`config.mk`:
```
export PLATFORM = sky130hd
export DESIGN_NAME = rx_unstuff_shift
export DESIGN_NICKNAME = d
export VERILOG_FILES = /design/src/rtl/rx_unstuff_shift.sv
export SDC_FILE = /design/constraint.sdc
export NUM_CORES = 1
export LEC_CHECK = 0
export ABC_CLOCK_PERIOD_IN_PS = 3800
export BUFFER_PORTS_ARGS = -buffer_cell sky130_fd_sc_hd__clkbuf_2
export CAP_MARGIN = 5
export CORE_ASPECT_RATIO = 1.1
export CORE_MARGIN = 2
export CORE_UTILIZATION = 57
export DETAILED_ROUTE_END_ITERATION = 16
export HOLD_SLACK_MARGIN = 0.06
export PLACE_DENSITY_LB_ADDON = 0.08
export REMOVE_ABC_BUFFERS = 1
export SYNTH_ARGS = -nofsm -noshare
export SYNTH_HDL_FRONTEND = slang
export SYNTH_SLANG_ARGS = --single-unit
export TNS_END_PERCENT = 50
```
`constraint.sdc`:
```
create_clock -name clk -period 3.8 [get_ports clk]
set_input_delay 0.57 -clock clk [delete_from_list [all_inputs] [get_ports clk]]
set_output_delay 0.57 -clock clk [all_outputs]
set_load 0.02 [all_outputs]
```
`src/rtl/rx_unstuff_shift.sv`:
```
// rx_unstuff_shift: receive-path bit unstuffer and LSB-first word assembler.
// Sits after the NRZI decoder. It drops the stuffed zero that follows a run
// of STUFF_RUN ones and packs the remaining data bits into DATA_W-bit words.
// It also keeps a sticky flag for stuffing violations. A violation is a one
// arriving in a stuff-bit slot.

module rx_unstuff_shift #(
  parameter int STUFF_RUN = 6,
  parameter int DATA_W    = 8
) (
  input  logic              clk,
  input  logic              n_rst,
  input  logic              d_orig,
  input  logic              shift_enable,
  input  logic              clear,
  output logic [DATA_W-1:0] rx_byte,
  output logic              byte_ready,
  output logic              stuff_err
);

  // ones_cnt must reach STUFF_RUN itself. bit_cnt only ever holds 0..DATA_W-1.
  localparam int OW = $clog2(STUFF_RUN + 1);
  localparam int BW = (DATA_W > 2) ? $clog2(DATA_W) : 1;

  localparam logic [OW-1:0] RUN_LIMIT = OW'(STUFF_RUN);
  localparam logic [OW-1:0] ONES_ONE  = OW'(1'b1);
  localparam logic [OW-1:0] ONES_ZERO = {OW{1'b0}};
  localparam logic [BW-1:0] BIT_LAST  = BW'(DATA_W - 1);
  localparam logic [BW-1:0] BIT_ONE   = BW'(1'b1);
  localparam logic [BW-1:0] BIT_ZERO  = {BW{1'b0}};

  // State registers and their next-state values.
  logic [DATA_W-1:0] shift_q,    shift_d;
  logic [OW-1:0]     ones_cnt_q, ones_cnt_d;
  logic [BW-1:0]     bit_cnt_q,  bit_cnt_d;
  logic [DATA_W-1:0] rx_byte_q,  rx_byte_d;
  logic              ready_q,    ready_d;
  logic              err_q,      err_d;

  // Decoded view of the current strobe.
  logic              stuff_slot_s;
  logic              data_bit_s;
  logic              word_done_s;
  logic [DATA_W-1:0] shift_in_s;

  // Classify the incoming bit. It is either a stuff-bit slot or a data bit.
  // For a data bit, work out whether it completes a word.
  always_comb begin
    stuff_slot_s = 1'b0;
    data_bit_s   = 1'b0;
    word_done_s  = 1'b0;
    shift_in_s   = {d_orig, shift_q[DATA_W-1:1]};
    if (shift_enable && !clear) begin
      if (ones_cnt_q == RUN_LIMIT) begin
        stuff_slot_s = 1'b1;
      end else begin
        data_bit_s  = 1'b1;
        word_done_s = (bit_cnt_q == BIT_LAST);
      end
    end else begin
      stuff_slot_s = 1'b0;
      data_bit_s   = 1'b0;
    end
  end

  // Next-state logic. Priority is clear first, then a stuff slot, then a data bit.
  always_comb begin
    shift_d    = shift_q;
    ones_cnt_d = ones_cnt_q;
    bit_cnt_d  = bit_cnt_q;
    rx_byte_d  = rx_byte_q;
    ready_d    = 1'b0;
    err_d      = err_q;
    if (clear) begin
      // Start of packet: drop any partial word, but rx_byte keeps its last value.
      shift_d    = {DATA_W{1'b0}};
      ones_cnt_d = ONES_ZERO;
      bit_cnt_d  = BIT_ZERO;
      err_d      = 1'b0;
    end else if (stuff_slot_s) begin
      // The stuffed bit is discarded. A one here breaks the stuffing rule.
      ones_cnt_d = ONES_ZERO;
      if (d_orig) begin
        err_d = 1'b1;
      end else begin
        err_d = err_q;
      end
    end else if (data_bit_s) begin
      shift_d = shift_in_s;
      // The run count carries across word boundaries on purpose.
      if (d_orig) begin
        ones_cnt_d = ones_cnt_q + ONES_ONE;
      end else begin
        ones_cnt_d = ONES_ZERO;
      end
      if (word_done_s) begin
        bit_cnt_d = BIT_ZERO;
        rx_byte_d = shift_in_s;
        ready_d   = 1'b1;
      end else begin
        bit_cnt_d = bit_cnt_q + BIT_ONE;
      end
    end else begin
      // Idle cycle: everything holds.
      shift_d = shift_q;
    end
  end

  // State register with synchronous active-low reset.
  always_ff @(posedge clk) begin
    if (!n_rst) begin
      shift_q    <= {DATA_W{1'b0}};
      ones_cnt_q <= ONES_ZERO;
      bit_cnt_q  <= BIT_ZERO;
      rx_byte_q  <= {DATA_W{1'b0}};
      ready_q    <= 1'b0;
      err_q      <= 1'b0;
    end else begin
      shift_q    <= shift_d;
      ones_cnt_q <= ones_cnt_d;
      bit_cnt_q  <= bit_cnt_d;
      rx_byte_q  <= rx_byte_d;
      ready_q    <= ready_d;
      err_q      <= err_d;
    end
  end

  // Outputs come straight from registers.
  always_comb begin
    rx_byte    = rx_byte_q;
    byte_ready = ready_q;
    stuff_err  = err_q;
  end

endmodule

```
==> results of run 1 <==
## per-layer routing
metal  share of wire  wire length (um)
met1            0.50               825
met2            0.46               755
met3           0.033                54
met5               0                 0
met4           0.014                24
## final timing paths
check,endpoint,start
max reg2reg,rx_byte[5],ones_cnt_q[0]
min,rx_byte[0],rx_byte[0]
min reg2reg,rx_byte[0],rx_byte[0]
max,rx_byte[5],shift_enable
## layout make-up
type                    instances  area share
flip-flops and latches         23       0.439
inverters                       1     0.00358
repair buffers                 14      0.0667
multi-input cells              77       0.445
clock inverters                 1     0.00477
well taps                      17      0.0203
clock buffers                   3      0.0215
## worst min-delay path: stages (launching register included)
cell and delay (ns):
dfxtp_1 0.33, nand2_1 0.05, mux2i_1 0.05
## per-stage QoR
stage	power, mW	utilization
2_1_floorplan	0.256	-
3_3_place_gp	0.263	0.648
3_5_place_dp	0.264	0.648
4_1_cts	0.371	0.666
5_1_grt	0.384	0.666
6_report	0.367	0.666
## Yosys cell counts, types with 2 or more instances
library cell	instances	area, um^2
a21oi_1	12	60.1
buf_2	4	20.0
clkbuf_1	3	11.3
dfxtp_1	23	460
ha_1	4	50.1
mux2i_1	8	80.1
nand2_1	17	63.8
nand2b_1	2	12.5
nand3_1	8	40.0
nand4b_1	3	26.3
nor2b_1	2	12.5
o21ai_0	10	50.1
## flip-flops by register name (all words and copies together) (netlist names)
signal	flops
rx_byte	8
shift_q	7
bit_cnt_q	3
ones_cnt_q	3
byte_ready	1
stuff_err	1
## kinds of logic (layout without fill, tap and decap cells)
family / Yosys count / count (layout) / synth area share
AO/OA/AOI/OAI: 27 / 27 / 0.148
buffers and inverters: 9 / 19 / 0.0439
adder cells (fa/ha/maj): 4 / 4 / 0.0516
flip-flops: 23 / 23 / 0.475
AND/OR/NAND/NOR: 38 / 38 / 0.199
multiplexers: 8 / 8 / 0.0826
## where the power goes
part	switching (mW)	leakage (nW)	internal, mW	total [mW]
clock network	0.0695	0.0177	0.0392	0.109
registers	0.000599	0.185	0.242	0.243
logic	0.0116	0.182	0.00427	0.0159
total	0.0817	0.385	0.285	0.367
==> results.json, run 1 <==
{
  "synth_area_um2": 970,
  "grt_usage": 0.182,
  "drc": 0,
  "layout_setup_ws_ns": 1.99,
  "cp_num_buf_inv": 1,
  "cts_tree": "built",
  "grt_first_pass_wirelength_mm": 2.78,
  "die_h_um": 47.3,
  "n_fill_cell": 146,
  "worstPathRequired_ns": 4.04,
  "core_mm2": 0.00158,
  "grt_start_max_net_pins": 19,
  "numClockSinks": 23,
  "portBuffers": 14,
  "fin_area_mm2": 0.00105,
  "synthDistinctLibCells": 25,
  "grt_pass1_vias": 631,
  "async_reset_ff_frac": 0,
  "use_met3": 0.0346,
  "placementRows": 15,
  "die_area_mm2": 0.00205,
  "status": "finished, final reports clean",
  "place_area_mm2": 0.00102,
  "peakVddDrop_mv": 0.194,
  "io_pins": 15,
  "layout-drive-gt1-share": 0.160,
  "synth_seq_area_share": 0.475,
  "period_share": 0.477,
  "ant_nets": 0,
  "met2_usage": 0.299,
  "path_clk_slew_ns": 0.12,
  "met1_usage": 0.242,
  "relSlewSlack": 0.538,
  "drt_pass1_iterations": 4,
  "cp_slowest_cell": "nor2b_1",
  "hold_depth": 2,
  "die_w_um": 43.3,
  "power_leakage_nw": 0.385,
  "cts-root-buf": "clkbuf_4",
  "rr_worst_depth": 5,
  "final_common_cell": "dfxtp_1",
  "fin_skew_ns": 0.00542,
  "crit_fanout": 12,
  "wl_per_cell_um": 12.2,
  "layout.area.seq_um2": 460,
  "timing.hold.ws_ns": 0.465,
  "slowest_delay_ns": 0.57,
  "synth_area_per_cell_um2": 8.90,
  "cts_hold_buf": 0,
  "hp-class": "reg2reg",
  "ff2ff_setup_slack_ns": 2.05,
  "synth_edf_count": 0,
  "vias": 776,
  "syn2layout_area_growth_pct": 8.26,
  "tightest_slew_ns": 0.692,
  "cts_max_path_buffers": 2,
  "cts_setup_buffers": 0,
  "end_kind": "register",
  "ys.flop_type": "dfxtp_1",
  "maxSlewViolCount": 0,
  "crit_chain": "clkbuf_2 -> nor2b_1 -> and3_1 -> mux2i_1",
  "antenna_found_initial": 0,
  "path_delay_family": "simple AND/OR/NAND/NOR gates",
  "final-setup-viol-count": 0,
  "place_inst": 132,
  "drt_iter0_drc": 21,
  "wl_mm": 1.66,
  "synth_seq_cells": 23,
  "mostFrequentLayoutCells": "dfxtp_1 (23), nand2_1 (17), clkbuf_2 (14), a21oi_1 (12), o21ai_0 (10)",
  "stdcell_count": 136,
  "hold_violations": 0,
  "dp_slack_ns": 1.65,
  "timing.fmax_mhz": 552,
  "worstPathArrival_ns": 2.05,
  "htreeDepth": 1,
  "diodes": 0,
  "final.setup.tns_ns": 0,
  "nets": 129,
  "hpwl_mm": 1.18,
  "worstSetupPathType": "in2reg",
  "cap_violations": 0,
  "grt.busiest_layer": "met2",
  "overflow": 0,
  "cts_resized": 0,
  "routabilityCongestion": 0.735,
  "yosysWarnings": 0,
  "cp.depth": 4,
  "numCtsBuffers": 3,
  "min_period_ns": 1.81,
  "p_per_area_mw_per_mm2": 350,
  "clk_latency_ns": 0.30,
  "start_kind": "primary input",
  "multi_input_area_um2": 467,
  "rsz0062_at_grt": "no",
  "syn_inst": 109,
  "start_util": 0.615,
  "viasPerCell": 5.71
}
Power figures use the tool's default switching activity.
==> run 2, diff against run 1 <==
--- a/config.mk
+++ b/config.mk
@@ -5,12 +5,12 @@
 export SDC_FILE = /design/constraint.sdc
 export NUM_CORES = 1
 export LEC_CHECK = 0
-export ABC_CLOCK_PERIOD_IN_PS = 3800
+export ABC_CLOCK_PERIOD_IN_PS = 1900
 export BUFFER_PORTS_ARGS = -buffer_cell sky130_fd_sc_hd__clkbuf_2
 export CAP_MARGIN = 5
 export CORE_ASPECT_RATIO = 1.1
 export CORE_MARGIN = 2
-export CORE_UTILIZATION = 57
+export CORE_UTILIZATION = 53
 export DETAILED_ROUTE_END_ITERATION = 16
 export HOLD_SLACK_MARGIN = 0.06
 export PLACE_DENSITY_LB_ADDON = 0.08
==> constraint.sdc (replaced) <==
create_clock -name clk -period 1.9 [get_ports clk]
set_input_delay 0.285 -clock clk [delete_from_list [all_inputs] [get_ports clk]]
set_output_delay 0.285 -clock clk [all_outputs]
set_load 0.02 [all_outputs]
==> results.json, run 2 (same netlist as run 1, synthesis figures left out) <==
{
  "p_per_area_mw_per_mm2": 692,
  "cts_setup_buffers": 0,
  "routabilityCongestion": 0.711,
  "core_mm2": 0.00176,
  "layout-drive-gt1-share": 0.172,
  "hold_path_end": "rx_byte[7]",
  "io_pins": 15,
  "cap_violations": 0,
  "die_area_mm2": 0.00219,
  "min_period_ns": 1.51,
  "placementRows": 16,
  "rr_worst_depth": 5,
  "numCtsBuffers": 3,
  "crit_fanout": 9,
  "portBuffers": 14,
  "n_fill_cell": 166,
  "hpwl_mm": 1.19,
  "relSlewSlack": 0.671,
  "period_share": 0.797,
  "fin_area_mm2": 0.00107,
  "antenna_found_initial": 0,
  "start_util": 0.550,
  "ant_nets": 0,
  "maxSlewViolCount": 0,
  "hp-start": "d_orig",
  "final_common_cell": "dfxtp_1",
  "htreeDepth": 1,
  "wl_per_cell_um": 12.3,
  "worstPathArrival_ns": 1.75,
  "final-setup-viol-count": 0,
  "grt_usage": 0.173,
  "end_kind": "register",
  "mostFrequentLayoutCells": "dfxtp_1 (23), nand2_1 (17), clkbuf_2 (14), a21oi_1 (12), o21ai_0 (10)",
  "wl_mm": 1.72,
  "drt_iter0_drc": 3,
  "fin_skew_ns": 0.00105,
  "startpoint": "ones_cnt_q[0]",
  "status": "finished, final reports clean",
  "ff2ff_setup_slack_ns": 0.39,
  "grt_pass1_vias": 691,
  "die_h_um": 48.9,
  "rsz0062_at_grt": "no",
  "tightest_slew_ns": 0.493,
  "cts_resized": 0,
  "syn2layout_area_growth_pct": 10.6,
  "cts_tree": "built",
  "clk_latency_ns": 0.30,
  "cts_hold_buf": 0,
  "cp_slowest_cell": "and3_1",
  "overflow": 0,
  "place_area_mm2": 0.00105,
  "worstSetupPathType": "reg2reg",
  "r2r_end": "rx_byte[5]",
  "numClockSinks": 23,
  "viasPerCell": 5.53,
  "hold_violations": 0,
  "layout.area.seq_um2": 460,
  "path_clk_slew_ns": 0.12,
  "r2r_start": "ones_cnt_q[0]",
  "grt_start_max_net_pins": 19,
  "vias": 774,
  "drt_pass1_iterations": 2,
  "slowest_delay_ns": 0.47,
  "grt_first_pass_wirelength_mm": 2.91,
  "cts_max_path_buffers": 2,
  "crit_chain": "inv_1 -> ha_1 -> nand2_1 -> and3_1 -> mux2i_1",
  "start_kind": "register",
  "worstPathRequired_ns": 2.14,
  "final.setup.tns_ns": 0,
  "largest_reg_flops": 8,
  "hp-class": "in2reg",
  "nets": 132,
  "cts-root-buf": "clkbuf_4",
  "timing.fmax_mhz": 661,
  "multi_input_area_um2": 467,
  "power_leakage_nw": 0.396,
  "die_w_um": 44.8,
  "peakVddDrop_mv": 0.383,
  "hold_depth": 3,
  "diodes": 0,
  "drc": 0
}
[run 2: cell types whose count changed in the layout (fill, tap and decap cells not counted), sizes merged]
cell and change:
buf +3, clkbuf +1, clkinv -1
[run 2: layer usage]
metal	routed length [um]	vias up	GRT usage
li1	-	409	-
met1	870	352	0.234
met2	782	11	0.263
met3	47	2	0.0333
met4	14	0	0.0735
met5	0	-	0
[run 2: area by class of cell]
class | count | share of cell area
Tap cell | 18 | 0.0210
Sequential cell | 23 | 0.429
Timing Repair Buffer | 17 | 0.0863
Clock buffer | 4 | 0.0245
Inverter | 1 | 0.00350
Multi-Input combinational cell | 77 | 0.435
[run 2: report_power, final]
part           internal, mW  total [mW]  switching, mW  leakage, nW
logic                0.0112      0.0352         0.0240        0.196
clock network        0.0818       0.222          0.140       0.0150
registers             0.484       0.485        0.00126        0.185
[run 2: how the worst max path moves through the flow]
stage / cells after the start / to / slack (ns)
6_report: 5 / rx_byte[5] / 0.39
3_5_place_dp: 5 / rx_byte[5] / 0.39
5_1_grt: 5 / rx_byte[4] / 0.26
2_1_floorplan: 5 / rx_byte[0] / 0.39
3_3_place_gp: 5 / bit_cnt_q[0] / 0.44
4_1_cts: 5 / rx_byte[5] / 0.37
[run 2: through the flow]
| stage | utilization | std cells | worst slack [ns] | hold WS (ns) | power [mW] |
|---|---|---|---|---|---|
| floorplan | - | 101 | 0.388 | 0.407 | 0.511 |
| CTS | 0.609 | 140 | 0.368 | 0.261 | 0.750 |
| global route | 0.609 | 140 | 0.261 | 0.260 | 0.784 |
| finish | 0.609 | 140 | 0.386 | 0.268 | 0.742 |
| detailed placement | 0.594 | 136 | 0.393 | 0.446 | 0.531 |
| global placement | 0.594 | 136 | 0.442 | 0.443 | 0.531 |
[run 2: critical path, delay by kind of cell, from the launching register on]
family                     cells  cell delay [ns]
and+or+nand+nor                2             0.55
muxes                          1             0.25
adders and majority gates      1             0.22
DFF                            1             0.35
buffers and inverters          1             0.07
